`src/rtl/sn_dispatch_ctrl_if.sv`:
```
`default_nettype none
// ----------------------------------------------------------------------------
// sn_dispatch_ctrl_if : SN request ports and chunk-dispatch bundle
// Rev 1.0
// ----------------------------------------------------------------------------
interface sn_dispatch_ctrl_if #(
  parameter int ADDR_WIDTH  = 64,
  parameter int WL_LEN_BITS = 8,
  parameter int NUM_CH      = 4,
  parameter int CH_BITS     = (NUM_CH > 1) ? $clog2(NUM_CH) : 1
);
  logic [NUM_CH-1:0]             SN_next_op;
  logic [NUM_CH*ADDR_WIDTH-1:0]  SN_next_addr;
  logic [NUM_CH*WL_LEN_BITS-1:0] SN_next_len;
  logic [NUM_CH-1:0]             SN_clr_next;
  logic [NUM_CH-1:0]             SN_req_done;
  logic                          start_dispatch;
  logic                          done_exe;
  logic [ADDR_WIDTH-1:0]         WL_addr;
  logic [WL_LEN_BITS-1:0]        WL_len;
  logic [CH_BITS-1:0]            WL_ch;
  logic                          busy;

  modport master (
    input  SN_next_op, SN_next_addr, SN_next_len, done_exe,
    output SN_clr_next, SN_req_done, start_dispatch, WL_addr, WL_len, WL_ch, busy
  );

  modport slave (
    output SN_next_op, SN_next_addr, SN_next_len, done_exe,
    input  SN_clr_next, SN_req_done, start_dispatch, WL_addr, WL_len, WL_ch, busy
  );
endinterface
`default_nettype wire

```
`src/rtl/sn_dispatch_ctrl.sv`:
```
`default_nettype none
// ----------------------------------------------------------------------------
// sn_dispatch_ctrl : round-robin SN request arbiter with chunked dispatch
// Rev 1.0
// ----------------------------------------------------------------------------
module sn_dispatch_ctrl #(
  parameter int ADDR_WIDTH      = 64,
  parameter int WL_LEN_BITS     = 8,
  parameter int NUM_CH          = 4,
  parameter int MAX_CHUNK       = 2**WL_LEN_BITS - 1,
  parameter int ELEM_BYTES_LOG2 = 3
) (
  input  wire logic          clk,
  input  wire logic          rst,
  sn_dispatch_ctrl_if.master bus
);
  localparam int CH_BITS = (NUM_CH > 1) ? $clog2(NUM_CH) : 1;
  localparam int IW      = CH_BITS + 1;
  localparam logic [WL_LEN_BITS-1:0] c_max_chunk = WL_LEN_BITS'(MAX_CHUNK);
  localparam logic [CH_BITS-1:0]     c_last_ch   = CH_BITS'(NUM_CH - 1);

  typedef enum logic [1:0] {
    S_IDLE     = 2'd0,
    S_DISPATCH = 2'd1,
    S_WAIT     = 2'd2,
    S_COMPLETE = 2'd3
  } state_t;

  state_t r_state, w_state_nxt;

  logic [CH_BITS-1:0]     r_rr_ptr;
  logic [CH_BITS-1:0]     r_cur_ch;
  logic [ADDR_WIDTH-1:0]  r_cur_addr;
  logic [WL_LEN_BITS-1:0] r_remaining;
  logic [NUM_CH-1:0]      r_clr_next;
  logic [NUM_CH-1:0]      r_req_done;
  logic                   r_start;
  logic                   r_busy;
  logic [ADDR_WIDTH-1:0]  r_wl_addr;
  logic [WL_LEN_BITS-1:0] r_wl_len;
  logic [CH_BITS-1:0]     r_wl_ch;

  logic                   w_grant_vld;
  logic [CH_BITS-1:0]     w_grant;
  logic [IW-1:0]          w_idx;
  logic [ADDR_WIDTH-1:0]  w_grant_addr;
  logic [WL_LEN_BITS-1:0] w_grant_len;
  logic [WL_LEN_BITS-1:0] w_chunk;
  logic [WL_LEN_BITS-1:0] w_rem_after;
  logic [ADDR_WIDTH-1:0]  w_addr_adv;

  // First pending channel at or above rr_ptr, wrapping past NUM_CH-1.
  always_comb begin
    w_grant_vld = 1'b0;
    w_grant     = '0;
    w_idx       = '0;
    for (int k = 0; k < NUM_CH; k++) begin
      w_idx = {1'b0, r_rr_ptr} + IW'(k);
      if (w_idx >= IW'(NUM_CH)) w_idx = w_idx - IW'(NUM_CH);
      if (!w_grant_vld && bus.SN_next_op[w_idx[CH_BITS-1:0]]) begin
        w_grant_vld = 1'b1;
        w_grant     = w_idx[CH_BITS-1:0];
      end
    end
  end

  assign w_grant_addr = bus.SN_next_addr[w_grant*ADDR_WIDTH +: ADDR_WIDTH];
  assign w_grant_len  = bus.SN_next_len[w_grant*WL_LEN_BITS +: WL_LEN_BITS];
  assign w_chunk      = (r_remaining > c_max_chunk) ? c_max_chunk : r_remaining;
  assign w_rem_after  = r_remaining - r_wl_len;
  assign w_addr_adv   = ADDR_WIDTH'(r_wl_len) << ELEM_BYTES_LOG2;

  always_ff @(posedge clk or posedge rst) begin
    if (rst) r_state <= S_IDLE;
    else     r_state <= w_state_nxt;
  end

  always_comb begin
    w_state_nxt = r_state;
    case (r_state)
      S_IDLE:     if (w_grant_vld)
                    w_state_nxt = (w_grant_len == '0) ? S_COMPLETE : S_DISPATCH;
      S_DISPATCH: w_state_nxt = S_WAIT;
      S_WAIT:     if (bus.done_exe)
                    w_state_nxt = (w_rem_after == '0) ? S_COMPLETE : S_DISPATCH;
      S_COMPLETE: w_state_nxt = S_IDLE;
      default:    w_state_nxt = S_IDLE;
    endcase
  end

  always_ff @(posedge clk or posedge rst) begin
    if (rst) begin
      r_rr_ptr    <= '0;
      r_cur_ch    <= '0;
      r_cur_addr  <= '0;
      r_remaining <= '0;
      r_clr_next  <= '0;
      r_req_done  <= '0;
      r_start     <= 1'b0;
      r_busy      <= 1'b0;
      r_wl_addr   <= '0;
      r_wl_len    <= '0;
      r_wl_ch     <= '0;
    end else begin
      r_clr_next <= '0;
      r_req_done <= '0;
      r_start    <= 1'b0;
      r_busy     <= (w_state_nxt != S_IDLE);
      case (r_state)
        S_IDLE: if (w_grant_vld) begin
          r_cur_addr  <= w_grant_addr;
          r_remaining <= w_grant_len;
          r_cur_ch    <= w_grant;
          r_clr_next  <= NUM_CH'(1) << w_grant;
          r_rr_ptr    <= (w_grant == c_last_ch) ? '0 : w_grant + 1'b1;
        end
        S_DISPATCH: begin
          r_start   <= 1'b1;
          r_wl_addr <= r_cur_addr;
          r_wl_len  <= w_chunk;
          r_wl_ch   <= r_cur_ch;
        end
        // Address wraps modulo 2**ADDR_WIDTH by truncation.
        S_WAIT: if (bus.done_exe) begin
          r_remaining <= w_rem_after;
          r_cur_addr  <= r_cur_addr + w_addr_adv;
        end
        S_COMPLETE: r_req_done <= NUM_CH'(1) << r_cur_ch;
        default: ;
      endcase
    end
  end

  assign bus.SN_clr_next    = r_clr_next;
  assign bus.SN_req_done    = r_req_done;
  assign bus.start_dispatch = r_start;
  assign bus.WL_addr        = r_wl_addr;
  assign bus.WL_len         = r_wl_len;
  assign bus.WL_ch          = r_wl_ch;
  assign bus.busy           = r_busy;
endmodule
`default_nettype wire

```
`src/flat_wrapper.sv`:
```
// flat-port wrapper written by rule: the top's interface ports become plain ports
module sn_dispatch_ctrl_flat 
#(
  parameter int ADDR_WIDTH      = 64,
  parameter int WL_LEN_BITS     = 8,
  parameter int NUM_CH          = 4,
  parameter int MAX_CHUNK       = 2**WL_LEN_BITS - 1,
  parameter int ELEM_BYTES_LOG2 = 3
)
  (clk, rst, bus_SN_next_op, bus_SN_next_addr, bus_SN_next_len, bus_done_exe, bus_SN_clr_next, bus_SN_req_done, bus_start_dispatch, bus_WL_addr, bus_WL_len, bus_WL_ch, bus_busy);
  sn_dispatch_ctrl_if #(.ADDR_WIDTH(ADDR_WIDTH), .WL_LEN_BITS(WL_LEN_BITS), .NUM_CH(NUM_CH), .CH_BITS((2))) bus_i ();
  input  wire logic clk;
  input  wire logic rst;
  input wire logic [$bits(bus_i.SN_next_op)-1:0] bus_SN_next_op;
  input wire logic [$bits(bus_i.SN_next_addr)-1:0] bus_SN_next_addr;
  input wire logic [$bits(bus_i.SN_next_len)-1:0] bus_SN_next_len;
  input wire logic [$bits(bus_i.done_exe)-1:0] bus_done_exe;
  output wire logic [$bits(bus_i.SN_clr_next)-1:0] bus_SN_clr_next;
  output wire logic [$bits(bus_i.SN_req_done)-1:0] bus_SN_req_done;
  output wire logic [$bits(bus_i.start_dispatch)-1:0] bus_start_dispatch;
  output wire logic [$bits(bus_i.WL_addr)-1:0] bus_WL_addr;
  output wire logic [$bits(bus_i.WL_len)-1:0] bus_WL_len;
  output wire logic [$bits(bus_i.WL_ch)-1:0] bus_WL_ch;
  output wire logic [$bits(bus_i.busy)-1:0] bus_busy;
  assign bus_i.SN_next_op = bus_SN_next_op;
  assign bus_i.SN_next_addr = bus_SN_next_addr;
  assign bus_i.SN_next_len = bus_SN_next_len;
  assign bus_i.done_exe = bus_done_exe;
  assign bus_SN_clr_next = bus_i.SN_clr_next;
  assign bus_SN_req_done = bus_i.SN_req_done;
  assign bus_start_dispatch = bus_i.start_dispatch;
  assign bus_WL_addr = bus_i.WL_addr;
  assign bus_WL_len = bus_i.WL_len;
  assign bus_WL_ch = bus_i.WL_ch;
  assign bus_busy = bus_i.busy;
  sn_dispatch_ctrl #(.ADDR_WIDTH(ADDR_WIDTH), .WL_LEN_BITS(WL_LEN_BITS), .NUM_CH(NUM_CH), .MAX_CHUNK(MAX_CHUNK), .ELEM_BYTES_LOG2(ELEM_BYTES_LOG2)) u_core (.clk(clk), .rst(rst), .bus(bus_i));
endmodule
```
`config.mk`:
```
export PLATFORM = sky130hd
export DESIGN_NAME = sn_dispatch_ctrl_flat
export DESIGN_NICKNAME = d
export VERILOG_FILES = /design/src/rtl/sn_dispatch_ctrl_if.sv /design/src/rtl/sn_dispatch_ctrl.sv /design/src/flat_wrapper.sv
export SDC_FILE = /design/constraint.sdc
export NUM_CORES = 1
export LEC_CHECK = 0
export CAP_MARGIN = 5
export CORE_MARGIN = 4
export CORE_UTILIZATION = 30
export DETAILED_ROUTE_END_ITERATION = 6
export GPL_TIMING_DRIVEN = 0
export MAX_ROUTING_LAYER = met4
export PLACE_DENSITY = 0.66
export SLEW_MARGIN = 5
export SYNTH_ARGS = -nofsm -noshare
export SYNTH_HDL_FRONTEND = slang
export SYNTH_SLANG_ARGS = --single-unit
```
`constraint.sdc`:
```
create_clock -name clk -period 10.2 [get_ports clk]
set_input_delay 2.55 -clock clk [delete_from_list [all_inputs] [get_ports clk]]
set_output_delay 2.55 -clock clk [all_outputs]
set_load 0.02 [all_outputs]
```
==> flow_summary_export.csv <==
group,metric,value,unit
place,hpwl,41600,um
timing,skew,11.2,ps
drt,via_count,12142,
layout,multi_input_area,0.00590,mm^2
synthesis,avgSynthCellArea,7.51,um^2
worst_setup_path,rrSetupSlack,6390,ps
timing,worstMarginPinSlew,1280,ps
clock_network,cts_tree,"built",
synthesis,synth_largest_area_cell,"dfrtp_1",
place,io_buffer_count,377,
timing,slew_viol_final,0,
timing,hold_viol_final,0,
worst_setup_path,reg2reg_from,"u_core.r_state[1]",
layout,drive_gt1_share,3.72,%
drt,drtIter0Drc,1190,
hold_path,hold_depth,2,
grt,grt_first_pass_wirelength,78100,um
power,power,4.91,mW
layout,syn2layout_area_growth,47.6,%
worst_setup_path,cpMaxStageDelayCell,"buf_1",
synthesis,synth_area_leaders,"dfrtp_1 39%, nand2_1 17%, nand3_1 7.7%",
timing,maxSlewHeadroom,13.8,%
synthesis,synthesis.nets,1705,
power,sw_frac_of_total,50.9,%
layout,nFillCells,3446,
worst_setup_path,critical_path.most_common_cell,"clkbuf_1",
worst_setup_path,cp_cell_sequence,"clkbuf_1 -> and2_1 -> clkbuf_1 -> nor2_1 -> inv_1 -> clkbuf_1 -> buf_1 -> a21oi_1",
clock_network,cts-htree-levels,4,
worst_setup_path,reg2reg_to,"u_core.r_cur_addr[13]",
clock_network,cts_setup_buffers,0,
synthesis,synth.distinct_cells,67,
timing,rsz0062_at_grt,"no",
grt,grt_max_degree,90,
flow_run,max-cap-violations,0,
clock_network,cts_resized,0,
timing,post-route-period-util,55.5,%
power,power_density,319,mW/mm^2
worst_setup_path,endpoint_kind,"flop",
clock_network,cts.clk_slew.worst_paths,70,ps
clock_network,cts_root_buf,"clkbuf_16",
synthesis,ys_ff_latch,162,
clock_network,numClockSinks,162,
power,power_switching,2.50,mW
die,die_y,194,um
outcome,status,"finished, final reports clean",
grt,overflow,0,
layout,fin_util,44.7,%
synthesis,synth_flop_cell,"dfrtp_1",
timing,setup_tns,0,ps
drt,avgViaCountPerCell,5.39,
worst_setup_path,critical-path-max-stage-delay,610,ps
layout,nNetsFinal,2102,
synthesis,netlist_area,0.0104,mm^2
power,clockPowerShare,13.5,%
layout,regArea,0.00405,mm^2
power,ir_worst_vdd,0.184,mV
worst_setup_path,path_max_fanout,10,
drt,firstDrtPassIters,6,
die,rows,68,
drt,wl,53300,um
synthesis,synthCells,1389,
timing,setup_violations,0,
worst_setup_path,worstPathArrival,5940,ps
die,io_pins,379,
grt,grt_usage,28.0,%
grt,grt_pass1_vias,12405,
synthesis,synth_edf_count,0,
synthesis,netlist_top_cells_count,"471 x nand2_1, 162 x dfrtp_1, 161 x nand3_1, 64 x mux2i_1, 59 x clkbuf_1",
hold_path,worstHoldStart,"u_core.r_cur_addr[2]",
synthesis,synth_top_area_share,38.9,%
synthesis,yosysMostFrequentCell,"nand2_1",
hold_path,hold_class,"reg -> reg",
timing,post-route-min-period,5660,ps
drt,wl_per_cell,23.6,um
clock_network,clkLatencyLatePin,440,ps
timing,fin_hold_ws,477,ps
worst_setup_path,required,10480,ps
hold_path,hold_end,"u_core.bus.WL_addr[2]",
power,power_frac_seq,26.0,%
die,die_area,0.0378,mm^2
worst_setup_path,worstSetupStartpointType,"input pin",
layout,antenna_cells,0,
die,die_x,194,um
drt,drc,0,
clock_network,cts_hold_buffers,0,
power,power_leakage,6.69,nW
worst_setup_path,crit_type,"in -> reg",
place,place_congestion,0.953,
grt,grt_antenna_before_repair,0,
power,p_int,2.41,mW
die,core_area,0.0345,mm^2
die,initial_core_util,30.3,%
synthesis,yosys_warnings,0,
worst_setup_path,worst_r2r_path_depth,9,
clock_network,cts_buffers,17,
drt,ant_nets,0,
timing,max_freq,0.177,GHz
clock_network,clock_tree.buffer_depth,2,
power,combPwrFrac,60.5,%
synthesis,ys_seq_area_share,38.9,%
synthesis,async_flop_share,100,%
[metal layers]
| layer | vias up | routed length, um | track usage (%) |
|---|---|---|---|
| li1 | 5615 | - | - |
| met1 | 5729 | 21900 | 35.6 |
| met2 | 691 | 24700 | 44.7 |
| met3 | 107 | 4710 | 5.20 |
| met4 | 0 | 2010 | 10.2 |
| met5 | - | 0 | - |
[critical path, delay by kind of cell]
family / cells / cell delay [ps]
AOI/OAI and AO/OA: 1 / 150
buffers and inverters: 5 / 2590
and+or+nand+nor: 2 / 650
[power by group through the flow]
stage	logic [mW]	clock network, mW	registers (mW)
2_1_floorplan	1.53	0	1.36
3_3_place_gp	2.91	0	1.26
3_5_place_dp	2.94	0	1.28
4_1_cts	2.96	0.669	1.26
5_1_grt	3.22	0.697	1.31
6_report	2.97	0.665	1.28
[per-stage QoR]
| stage | setup slack (ps) | instance area, um^2 | std cells |
|---|---|---|---|
| 3_5_place_dp | 4170 | 14800 | 2222 |
| 6_report | 4540 | 15400 | 2254 |
| 2_1_floorplan | 3270 | 10400 | 1389 |
| 3_3_place_gp | 745 | 14800 | 2221 |
| 5_1_grt | 4480 | 15400 | 2254 |
| 4_1_cts | 4620 | 15400 | 2254 |
[kinds of logic after synthesis]
family | count (synthesis) | synth area share, %
buffers and inverters | 121 | 4.58
muxes | 67 | 6.46
DFF | 162 | 38.9
AOI/OAI and AO/OA | 215 | 13.3
adders and majority gates | 21 | 2.66
and+or+nand+nor | 794 | 33.4
xor gates and xnor gates | 9 | 0.755
[cells in the final DEF (no fill, tap or decap), types with 10 or more instances in the layout]
| cell type | instances |
|---|---|
| ha_1 | 19 |
| dfrtp_1 | 162 |
| a211oi_1 | 10 |
| clkdlybuf4s50_1 | 377 |
| mux2i_1 | 64 |
| a21oi_1 | 51 |
| nor2_1 | 58 |
| nand3_1 | 161 |
| and3_1 | 13 |
| buf_2 | 13 |
| nor4_1 | 12 |
| o21ai_0 | 55 |
| clkbuf_1 | 59 |
| nand2_1 | 471 |
| nand4_1 | 11 |
| buf_1 | 26 |
| and2_1 | 10 |
| inv_1 | 19 |
| clkbuf_16 | 17 |
| nor3_1 | 19 |
| o211ai_1 | 10 |
| a31oi_1 | 20 |
[final cells by class]
type | count | area share [%]
clock inverters | 14 | 0.991
plain buffers | 100 | 2.59
repair buffers | 378 | 24.7
well taps | 455 | 3.70
flip-flops and latches | 162 | 26.3
clock buffers | 18 | 2.85
inverters | 21 | 0.560
multi-input cells | 1106 | 38.3
[flip-flops by register name (all words and copies together) (netlist names), 2 cells and up]
signal                  cells
u_core.r_state              2
u_core.bus.WL_addr         64
u_core.r_remaining          8
u_core.r_cur_addr          64
u_core.bus.WL_ch            2
u_core.r_cur_ch             2
u_core.bus.SN_clr_next      4
u_core.bus.SN_req_done      4
u_core.r_rr_ptr             2
u_core.bus.WL_len           8
[worst max-delay path by stage]
stage                            startpoint                        end  slack [ps]
final                          bus_done_exe      u_core.r_cur_addr[13]        4540
after global routing           bus_done_exe      u_core.r_cur_addr[29]        4480
after CTS                 bus_SN_next_op[3]      u_core.r_cur_addr[42]        4620
after detailed placement  bus_SN_next_op[3]      u_core.r_cur_addr[42]        4170
after global placement                  rst  u_core.bus.SN_clr_next[0]         740
after floorplan                         rst  u_core.bus.SN_clr_next[0]        3270
No activity file was read; power rests on OpenSTA's default activity.
